==> config.mk <==
export PLATFORM = sky130hd
export DESIGN_NAME = ddr_xfer_sched
export DESIGN_NICKNAME = d
export VERILOG_FILES = /design/src/rtl/ddr_xfer_sched_pkg.sv /design/src/rtl/ddr_xfer_sched_rr_arbiter.sv /design/src/rtl/ddr_xfer_sched.sv
export SDC_FILE = /design/constraint.sdc
export NUM_CORES = 1
export LEC_CHECK = 0
export ABC_AREA = 1
export BUFFER_PORTS_ARGS = -buffer_cell sky130_fd_sc_hd__buf_4
export CAP_MARGIN = 15
export CORE_AREA = 2 2 191 193
export DETAILED_ROUTE_END_ITERATION = 10
export DIE_AREA = 0 0 193 195
export MAX_ROUTING_LAYER = met4
export PLACE_DENSITY = 0.52
export SETUP_SLACK_MARGIN = 0.2
export SLEW_MARGIN = 25
export SYNTH_ARGS = -nofsm -noshare
export SYNTH_HDL_FRONTEND = slang
export SYNTH_SLANG_ARGS = --single-unit
==> constraint.sdc <==
create_clock -name clk -period 3 [get_ports clk]
set_clock_uncertainty 0.1 [all_clocks]
set_input_delay 0.6 -clock clk [delete_from_list [all_inputs] [get_ports clk]]
set_output_delay 0.6 -clock clk [all_outputs]
set_load 0.03 [all_outputs]
==> src/rtl/ddr_xfer_sched_pkg.sv <==
// Shared definitions for the DDR transfer scheduler: descriptor field layout,
// FSM state encoding and burst geometry.
package ddr_xfer_sched_pkg;

  localparam int ADDR_LSB        = 0;
  localparam int ADDR_W          = 32;
  localparam int NLAST_LSB       = 32;
  localparam int NLAST_W         = 7;
  localparam int NBURSTS_LSB     = 39;
  localparam int NBURSTS_W       = 18;
  localparam int BYTES_PER_BURST = 128;

  typedef enum logic [2:0] {
    ST_IDLE   = 3'd0,
    ST_LATCH  = 3'd1,
    ST_SETTLE = 3'd2,
    ST_INCR   = 3'd3,
    ST_ISSUE  = 3'd4,
    ST_WAIT   = 3'd5,
    ST_FIN    = 3'd6
  } state_t;

  function automatic logic [NBURSTS_W-1:0] cfg_nbursts(input logic [63:0] cfg);
    return cfg[NBURSTS_LSB +: NBURSTS_W];
  endfunction

endpackage

==> src/rtl/ddr_xfer_sched_rr_arbiter.sv <==
// Combinational round-robin pick: first set request at or after ptr, wrapping.
// The pointer itself is owned and registered by the parent.
module rr_arbiter #(
  parameter int N     = 4,
  parameter int PTR_W = (N > 1) ? $clog2(N) : 1
) (
  input  logic [N-1:0]     req,
  input  logic [PTR_W-1:0] ptr,
  output logic [N-1:0]     grant,
  output logic             valid
);

  localparam logic [PTR_W:0] N_V = (PTR_W+1)'(N);

  logic [PTR_W:0]   sum;
  logic [PTR_W-1:0] idx;

  always_comb begin
    grant = '0;
    valid = 1'b0;
    sum   = '0;
    idx   = '0;
    for (int k = 0; k < N; k++) begin
      sum = {1'b0, ptr} + (PTR_W+1)'(k);
      if (sum >= N_V) sum = sum - N_V;
      idx = sum[PTR_W-1:0];
      if (!valid && req[idx]) begin
        grant[idx] = 1'b1;
        valid      = 1'b1;
      end
    end
  end

endmodule

==> src/rtl/ddr_xfer_sched.sv <==
// Round-robin owner of one DDR address generator + burst mover: latches the
// granted descriptor, steps it chunk by chunk and reports completion.
module ddr_xfer_sched
  import ddr_xfer_sched_pkg::*;
#(
  parameter int N_REQ       = 4,
  parameter int UNIT_BURSTS = 128,
  parameter int CFG_W       = 64,
  parameter int CNT_W       = 16
) (
  input  logic                   clk,
  input  logic                   rst,
  input  logic [N_REQ-1:0]       req_valid,
  input  logic [N_REQ*CFG_W-1:0] req_cfg,
  output logic [N_REQ-1:0]       req_grant,
  output logic [N_REQ-1:0]       req_done,
  output logic [CFG_W-1:0]       ag_cfg,
  output logic                   ag_latch_en,
  output logic                   ag_incr_en,
  input  logic [31:0]            ag_addr,
  input  logic [31:0]            ag_nbursts,
  input  logic                   ag_pending,
  input  logic                   ag_done,
  output logic                   cmd_valid,
  input  logic                   cmd_ready,
  output logic [31:0]            cmd_addr,
  output logic [31:0]            cmd_nbursts,
  input  logic                   cmd_done,
  output logic                   busy,
  output logic [CNT_W-1:0]       chunk_cnt,
  output state_t                 dbg_state
);

  localparam int PTR_W = (N_REQ > 1) ? $clog2(N_REQ) : 1;

  state_t           state, state_nxt;
  logic [PTR_W-1:0] rr_ptr, owner_idx, arb_idx;
  logic [N_REQ-1:0] arb_grant;
  logic             arb_valid;
  logic [CFG_W-1:0] cfg_sel;
  logic             done_seen;
  logic             cmd_hs;

  // cmd channel: payload is stable while cmd_valid is high; a transfer happens
  // on any cycle with cmd_valid && cmd_ready, after which cmd_valid drops.
  assign cmd_hs = cmd_valid & cmd_ready;

  rr_arbiter #(.N(N_REQ), .PTR_W(PTR_W)) u_arb (
    .req   (req_valid),
    .ptr   (rr_ptr),
    .grant (arb_grant),
    .valid (arb_valid)
  );

  always_comb begin
    arb_idx = '0;
    cfg_sel = '0;
    for (int i = 0; i < N_REQ; i++) begin
      if (arb_grant[i]) begin
        arb_idx = PTR_W'(i);
        cfg_sel = req_cfg[i*CFG_W +: CFG_W];
      end
    end
  end

  always_ff @(posedge clk) begin
    if (rst) state <= ST_IDLE;
    else     state <= state_nxt;
  end

  always_comb begin
    state_nxt = state;
    case (state)
      ST_IDLE:   if (arb_valid) state_nxt = ST_LATCH;
      ST_LATCH:  state_nxt = ST_SETTLE;
      ST_SETTLE: state_nxt = ag_done ? ST_FIN : ST_INCR;
      ST_INCR:   state_nxt = ST_ISSUE;
      ST_ISSUE:  if (cmd_hs) state_nxt = ST_WAIT;
      ST_WAIT:   if (done_seen && !ag_pending) state_nxt = ag_done ? ST_FIN : ST_INCR;
      ST_FIN:    state_nxt = ST_IDLE;
      default:   state_nxt = ST_IDLE;
    endcase
  end

  always_comb begin
    ag_latch_en = 1'b0;
    ag_incr_en  = 1'b0;
    req_done    = '0;
    case (state)
      ST_LATCH: ag_latch_en = 1'b1;
      ST_INCR:  ag_incr_en  = 1'b1;
      ST_FIN:   req_done    = req_grant;
      default:  ;
    endcase
  end

  assign busy      = (state != ST_IDLE);
  assign dbg_state = state;

  always_ff @(posedge clk) begin
    if (rst) begin
      req_grant <= '0;
      owner_idx <= '0;
      ag_cfg    <= '0;
      rr_ptr    <= '0;
    end else if (state == ST_IDLE && arb_valid) begin
      req_grant <= arb_grant;
      owner_idx <= arb_idx;
      ag_cfg    <= cfg_sel;
    end else if (state == ST_FIN) begin
      req_grant <= '0;
      rr_ptr    <= (owner_idx == PTR_W'(N_REQ-1)) ? '0 : owner_idx + PTR_W'(1);
    end
  end

  // Payload is captured in the first ISSUE cycle, when the generator has
  // settled on the chunk stepped by the preceding INCR.
  always_ff @(posedge clk) begin
    if (rst) begin
      cmd_valid   <= 1'b0;
      cmd_addr    <= '0;
      cmd_nbursts <= '0;
    end else if (state == ST_ISSUE) begin
      if (!cmd_valid) begin
        cmd_valid   <= 1'b1;
        cmd_addr    <= ag_addr;
        cmd_nbursts <= ag_nbursts;
      end else if (cmd_ready) begin
        cmd_valid <= 1'b0;
      end
    end
  end

  always_ff @(posedge clk) begin
    if (rst)
      chunk_cnt <= '0;
    else if ((state == ST_IDLE && arb_valid) || state == ST_LATCH)
      chunk_cnt <= '0;
    else if (cmd_hs && chunk_cnt != '1)
      chunk_cnt <= chunk_cnt + CNT_W'(1);
  end

  // A cmd_done coinciding with the handshake must not be lost.
  always_ff @(posedge clk) begin
    if (rst)
      done_seen <= 1'b0;
    else if (state == ST_ISSUE)
      done_seen <= cmd_hs & cmd_done;
    else if (state == ST_WAIT)
      done_seen <= (state_nxt == ST_WAIT) ? (done_seen | cmd_done) : 1'b0;
    else
      done_seen <= 1'b0;
  end

  a_chunk_size: assert property (@(posedge clk) disable iff (rst)
    cmd_valid |-> (cmd_nbursts <= 32'(UNIT_BURSTS)));

  a_zero_desc: assert property (@(posedge clk) disable iff (rst)
    (state == ST_SETTLE) |-> (ag_done == (cfg_nbursts(64'(ag_cfg)) == '0)));

endmodule

==> run_summary.xml <==
<?xml version="1.0" encoding="UTF-8"?>
<metrics>
  <group name="clocking">
    <metric name="tritoncts" unit="">done</metric>
    <metric name="cts_inserted_buffers" unit="">17</metric>
    <metric name="cts_sinks" unit="">157</metric>
    <metric name="worst_skew_pair.late_latency" unit="ns">0.45</metric>
    <metric name="clkSlewWorstSetupHoldPaths" unit="ns">0.07</metric>
    <metric name="ctsRootBufferMaster" unit="">clkbuf_16</metric>
    <metric name="clock_tree.buffer_depth" unit="">2</metric>
    <metric name="htree_num_levels" unit="">4</metric>
  </group>
  <group name="finish">
    <metric name="final-instance-count-excl-fill" unit="">2371</metric>
    <metric name="multi_input_comb_area" unit="um2">4500</metric>
    <metric name="number_of_nets_in_the_finished_design" unit="">2231</metric>
    <metric name="finalInstanceArea" unit="um2">13600</metric>
    <metric name="layout-drive-gt1-share" unit="%">32.1</metric>
    <metric name="area.growth.synth_to_final" unit="%">51.8</metric>
    <metric name="n_fill_cell" unit="">3839</metric>
    <metric name="final-seq-area" unit="um2">3140</metric>
  </group>
  <group name="synth">
    <metric name="synthDistinctLibCells" unit="">30</metric>
    <metric name="synthXorXnorAreaFrac" unit="%">0.390</metric>
    <metric name="dominant_combinational_cell_family_by_area_after_synthesis" unit="">simple AND/OR/NAND/NOR gates</metric>
    <metric name="fraction_of_the_mapped_netlist_area_in_simple_logic_gates" unit="%">28.5</metric>
    <metric name="syn_area_per_cell" unit="um2">6.22</metric>
    <metric name="synthesized_instance_count" unit="">1445</metric>
    <metric name="syn-num-nets" unit="">1784</metric>
    <metric name="yosysWarnings" unit="">0</metric>
    <metric name="synth-seq-cells" unit="">157</metric>
    <metric name="seq_area_frac_synth" unit="%">35.0</metric>
    <metric name="muxShareOfSynthArea" unit="%">0</metric>
    <metric name="synth_fa_ha_area_share" unit="%">1.25</metric>
    <metric name="synth_area" unit="um2">8990</metric>
    <metric name="synth_compound_gate_area_share" unit="%">19.4</metric>
  </group>
  <group name="floorplanning">
    <metric name="effective_utilization_at_floorplan" unit="%">25.4</metric>
    <metric name="floorplan.rows" unit="">69</metric>
    <metric name="design.core.area" unit="um2">35400</metric>
    <metric name="die_width" unit="um">193</metric>
    <metric name="top_level_ports" unit="">489</metric>
    <metric name="floorplan.die_area" unit="um2">37600</metric>
    <metric name="dieHeight" unit="um">195</metric>
  </group>
  <group name="timing">
    <metric name="post-route-worst-setup-slack" unit="ns">0.455</metric>
    <metric name="timing_worst_slew_pin_value" unit="ns">0.511</metric>
    <metric name="finalSetupTns" unit="ns">0</metric>
    <metric name="period_needed" unit="ns">2.54</metric>
    <metric name="achievable-frequency" unit="MHz">393</metric>
    <metric name="grt_setup_unrepaired" unit="">false</metric>
    <metric name="finalHoldViolations" unit="">0</metric>
    <metric name="final-setup-viol-count" unit="">0</metric>
    <metric name="crit_share_post_route" unit="%">84.8</metric>
    <metric name="slew_viol_final" unit="">0</metric>
    <metric name="max_slew_margin" unit="%">65.9</metric>
  </group>
  <group name="setup_path">
    <metric name="timing.critical_path.fanout_max" unit="">86</metric>
    <metric name="worst-path-buf-inv" unit="">3</metric>
    <metric name="setup.worst_path.start_class" unit="">flip-flop</metric>
    <metric name="path_class" unit="">flip-flop to flip-flop</metric>
    <metric name="timing.critical_path.to_type" unit="">flip-flop</metric>
    <metric name="cp_slowest_cell" unit="">dfxtp_2</metric>
    <metric name="arrival" unit="ns">2.79</metric>
    <metric name="critical_path.top_delay_family" unit="">simple AND/OR/NAND/NOR gates</metric>
    <metric name="worst_path_largest_cell_delay" unit="ns">0.38</metric>
    <metric name="path_common_cell" unit="">nand2_1</metric>
    <metric name="worst_ep_required_time" unit="ns">3.24</metric>
    <metric name="crit_path_cell_trace" unit="">inv_2 &gt; ha_1 &gt; inv_1 &gt; nand3_1 &gt; nand2_1 &gt; nand2_2 &gt; nor2_4 &gt; nand3_1 &gt; nand4_1 &gt; buf_12 &gt; a21oi_1 &gt; nand2_1 &gt; nand2_1</metric>
  </group>
  <group name="placed_design">
    <metric name="dp_hpwl" unit="mm">29.0</metric>
    <metric name="port_buffers" unit="">488</metric>
    <metric name="placed_cells_incl_taps" unit="">2333</metric>
    <metric name="detailedPlace.worstSlack" unit="ns">0.163</metric>
    <metric name="place_congestion" unit="">0.892</metric>
    <metric name="area_of_placed_instances" unit="um2">13000</metric>
  </group>
  <group name="detailed_routing">
    <metric name="routed_via_density" unit="">4.39</metric>
    <metric name="postRouteWirelength" unit="mm">38.2</metric>
    <metric name="number_of_drc_markers_after_the_initial_detailed_route_iteration" unit="">438</metric>
    <metric name="vias" unit="">10400</metric>
    <metric name="avgRoutedWirePerCell" unit="um">16.1</metric>
    <metric name="final_antenna_net_count" unit="">0</metric>
    <metric name="length_of_the_first_detailed_routing_pass_in_iterations" unit="">5</metric>
    <metric name="drcViolationCount" unit="">0</metric>
  </group>
  <group name="power_and_ir_drop">
    <metric name="max-vdd-ir-drop" unit="mV">0.451</metric>
    <metric name="p_leak" unit="nW">7.28</metric>
    <metric name="power_per_cell_area" unit="nW/um2">698</metric>
    <metric name="total_power" unit="W">0.00953</metric>
  </group>
  <group name="flow_run">
    <metric name="max_cap_viol_count" unit="">0</metric>
  </group>
  <group name="global_routing">
    <metric name="grt_util_all_layers" unit="%">20.0</metric>
    <metric name="grt_first_pass_wirelength" unit="mm">56.0</metric>
    <metric name="antenna_found_initial" unit="">5</metric>
    <metric name="via_count_of_the_first_global_routing_pass" unit="">10000</metric>
    <metric name="grt_start_max_net_pins" unit="">87</metric>
    <metric name="overflow" unit="">0</metric>
  </group>
  <group name="hold_path">
    <metric name="min_path_type" unit="">input pin to flip-flop</metric>
  </group>
  <group name="status">
    <metric name="status" unit="">complete, no violations</metric>
  </group>
</metrics>
==> cells by family after synthesis <==
| group | count (synthesis) |
|---|---|
| AO/OA/AOI/OAI | 346 |
| XOR/XNOR | 4 |
| adder cells (fa/ha/maj) | 9 |
| flip-flops | 157 |
| AND/OR/NAND/NOR | 615 |
| buffers and inverters | 314 |
==> cells in the final DEF, fill, tap and decap left out, types with 3 or more instances in the layout <==
cell type,netlist,routed
nand3_2,2,3
inv_6,0,6
clkbuf_16,0,17
nor3b_1,5,5
nand2_4,1,3
ha_1,9,9
nor2_4,4,4
nand3_1,25,24
buf_4,16,500
nor2_1,41,40
inv_1,227,226
o21ai_0,70,70
nand2_2,49,47
nor3_1,6,6
nand4_1,4,4
nand2_1,473,473
inv_2,3,4
buf_12,5,9
dfxtp_1,157,156
inv_8,0,3
a21oi_1,273,272
diode_2,0,5
==> report_power, final <==
group | total (W) | internal, W | switching, W
Sequential | 0.00287 | 0.00257 | 0.000300
Clock | 0.00232 | 0.00126 | 0.00106
Combinational | 0.00434 | 0.00157 | 0.00277
==> final cells by class <==
class                           instances  share of cell area [%]
Inverter                              230                    6.33
Antenna cell                            5                  0.0917
Tap cell                              461                    4.23
Sequential cell                       157                    23.0
Clock buffer                           17                    3.12
Clock inverter                         15                    1.27
Timing Repair Buffer                  511                    29.0
Multi-Input combinational cell        975                    32.9
==> registers in the layout, summed over array words and instances (netlist names) <==
name	count
ag_cfg	64
chunk_cnt	16
cmd_addr	32
cmd_nbursts	32
cmd_valid	1
dbg_state	3
done_seen	1
owner_idx	2
req_grant	4
rr_ptr	2
==> repair_timing <==
action / 4_1_cts / 5_1_grt
endpoints found under the setup margin: 16 / 64
hold buffers: 0 / 0
pin swaps: 0 / 1
gates cloned: 0 / 1
gates resized for setup: 2 / 6
buffers inserted: 0 / 0
==> stage by stage <==
step	hold slack [ns]	util, %
6_report	0.323	38.6
5_1_grt	0.294	38.6
4_1_cts	0.293	38.4
3_5_place_dp	0.335	36.7
3_3_place_gp	0.332	36.7
2_1_floorplan	0.424	-
==> layer usage <==
metal	track usage [%]	part of all wire (%)	up-vias
met5	-	0	-
met4	6.57	2.7	0
met3	8.11	11	49
met2	32.2	47	405
met1	22.4	40	4603
li1	-	-	5361
==> final timing paths <==
path / startpoint / slack (ns) / cells after the start / end
max: rr_ptr[1] / 0.46 / 13 / ag_cfg[1]
min reg2reg: cmd_nbursts[5] / 0.34 / 2 / cmd_nbursts[5]
max reg2reg: rr_ptr[1] / 0.46 / 13 / ag_cfg[1]
min: cmd_done / 0.32 / 3 / done_seen
==> cells in the mapped netlist <==
cell | n | share of area, %
dfxtp_1 | 157 | 35
or2_2 | 3 | 0.21
inv_2 | 3 | 0.13
ha_1 | 9 | 1.3
buf_4 | 16 | 1.3
nand2_1 | 473 | 20
nor2_4 | 4 | 0.50
a21oi_1 | 273 | 15
xor2_1 | 2 | 0.19
nand4_1 | 4 | 0.28
nor3b_1 | 5 | 0.42
inv_1 | 227 | 9.5
nor2_1 | 41 | 1.7
nand3_2 | 2 | 0.22
nor3_1 | 6 | 0.33
buf_2 | 35 | 1.9
nand3_1 | 25 | 1.4
nor4_1 | 1 | 0.070
xnor2_1 | 2 | 0.19
a211oi_2 | 1 | 0.14
nand2_2 | 49 | 3.4
or3_1 | 1 | 0.070
buf_6 | 4 | 0.50
clkbuf_1 | 22 | 0.92
nand2_4 | 1 | 0.13
o21ai_0 | 70 | 3.9
o2111ai_1 | 1 | 0.097
buf_1 | 2 | 0.084
o22ai_1 | 1 | 0.070
buf_12 | 5 | 1.1
==> tightest hold or removal path, delay by kind of cell <==
kind	cells	cell delay, ns
AND/OR/NAND/NOR	1	0.05
buffers and inverters	1	0.11
AO/OA/AOI/OAI	1	0.05
(Power assumes the default switching activity.)
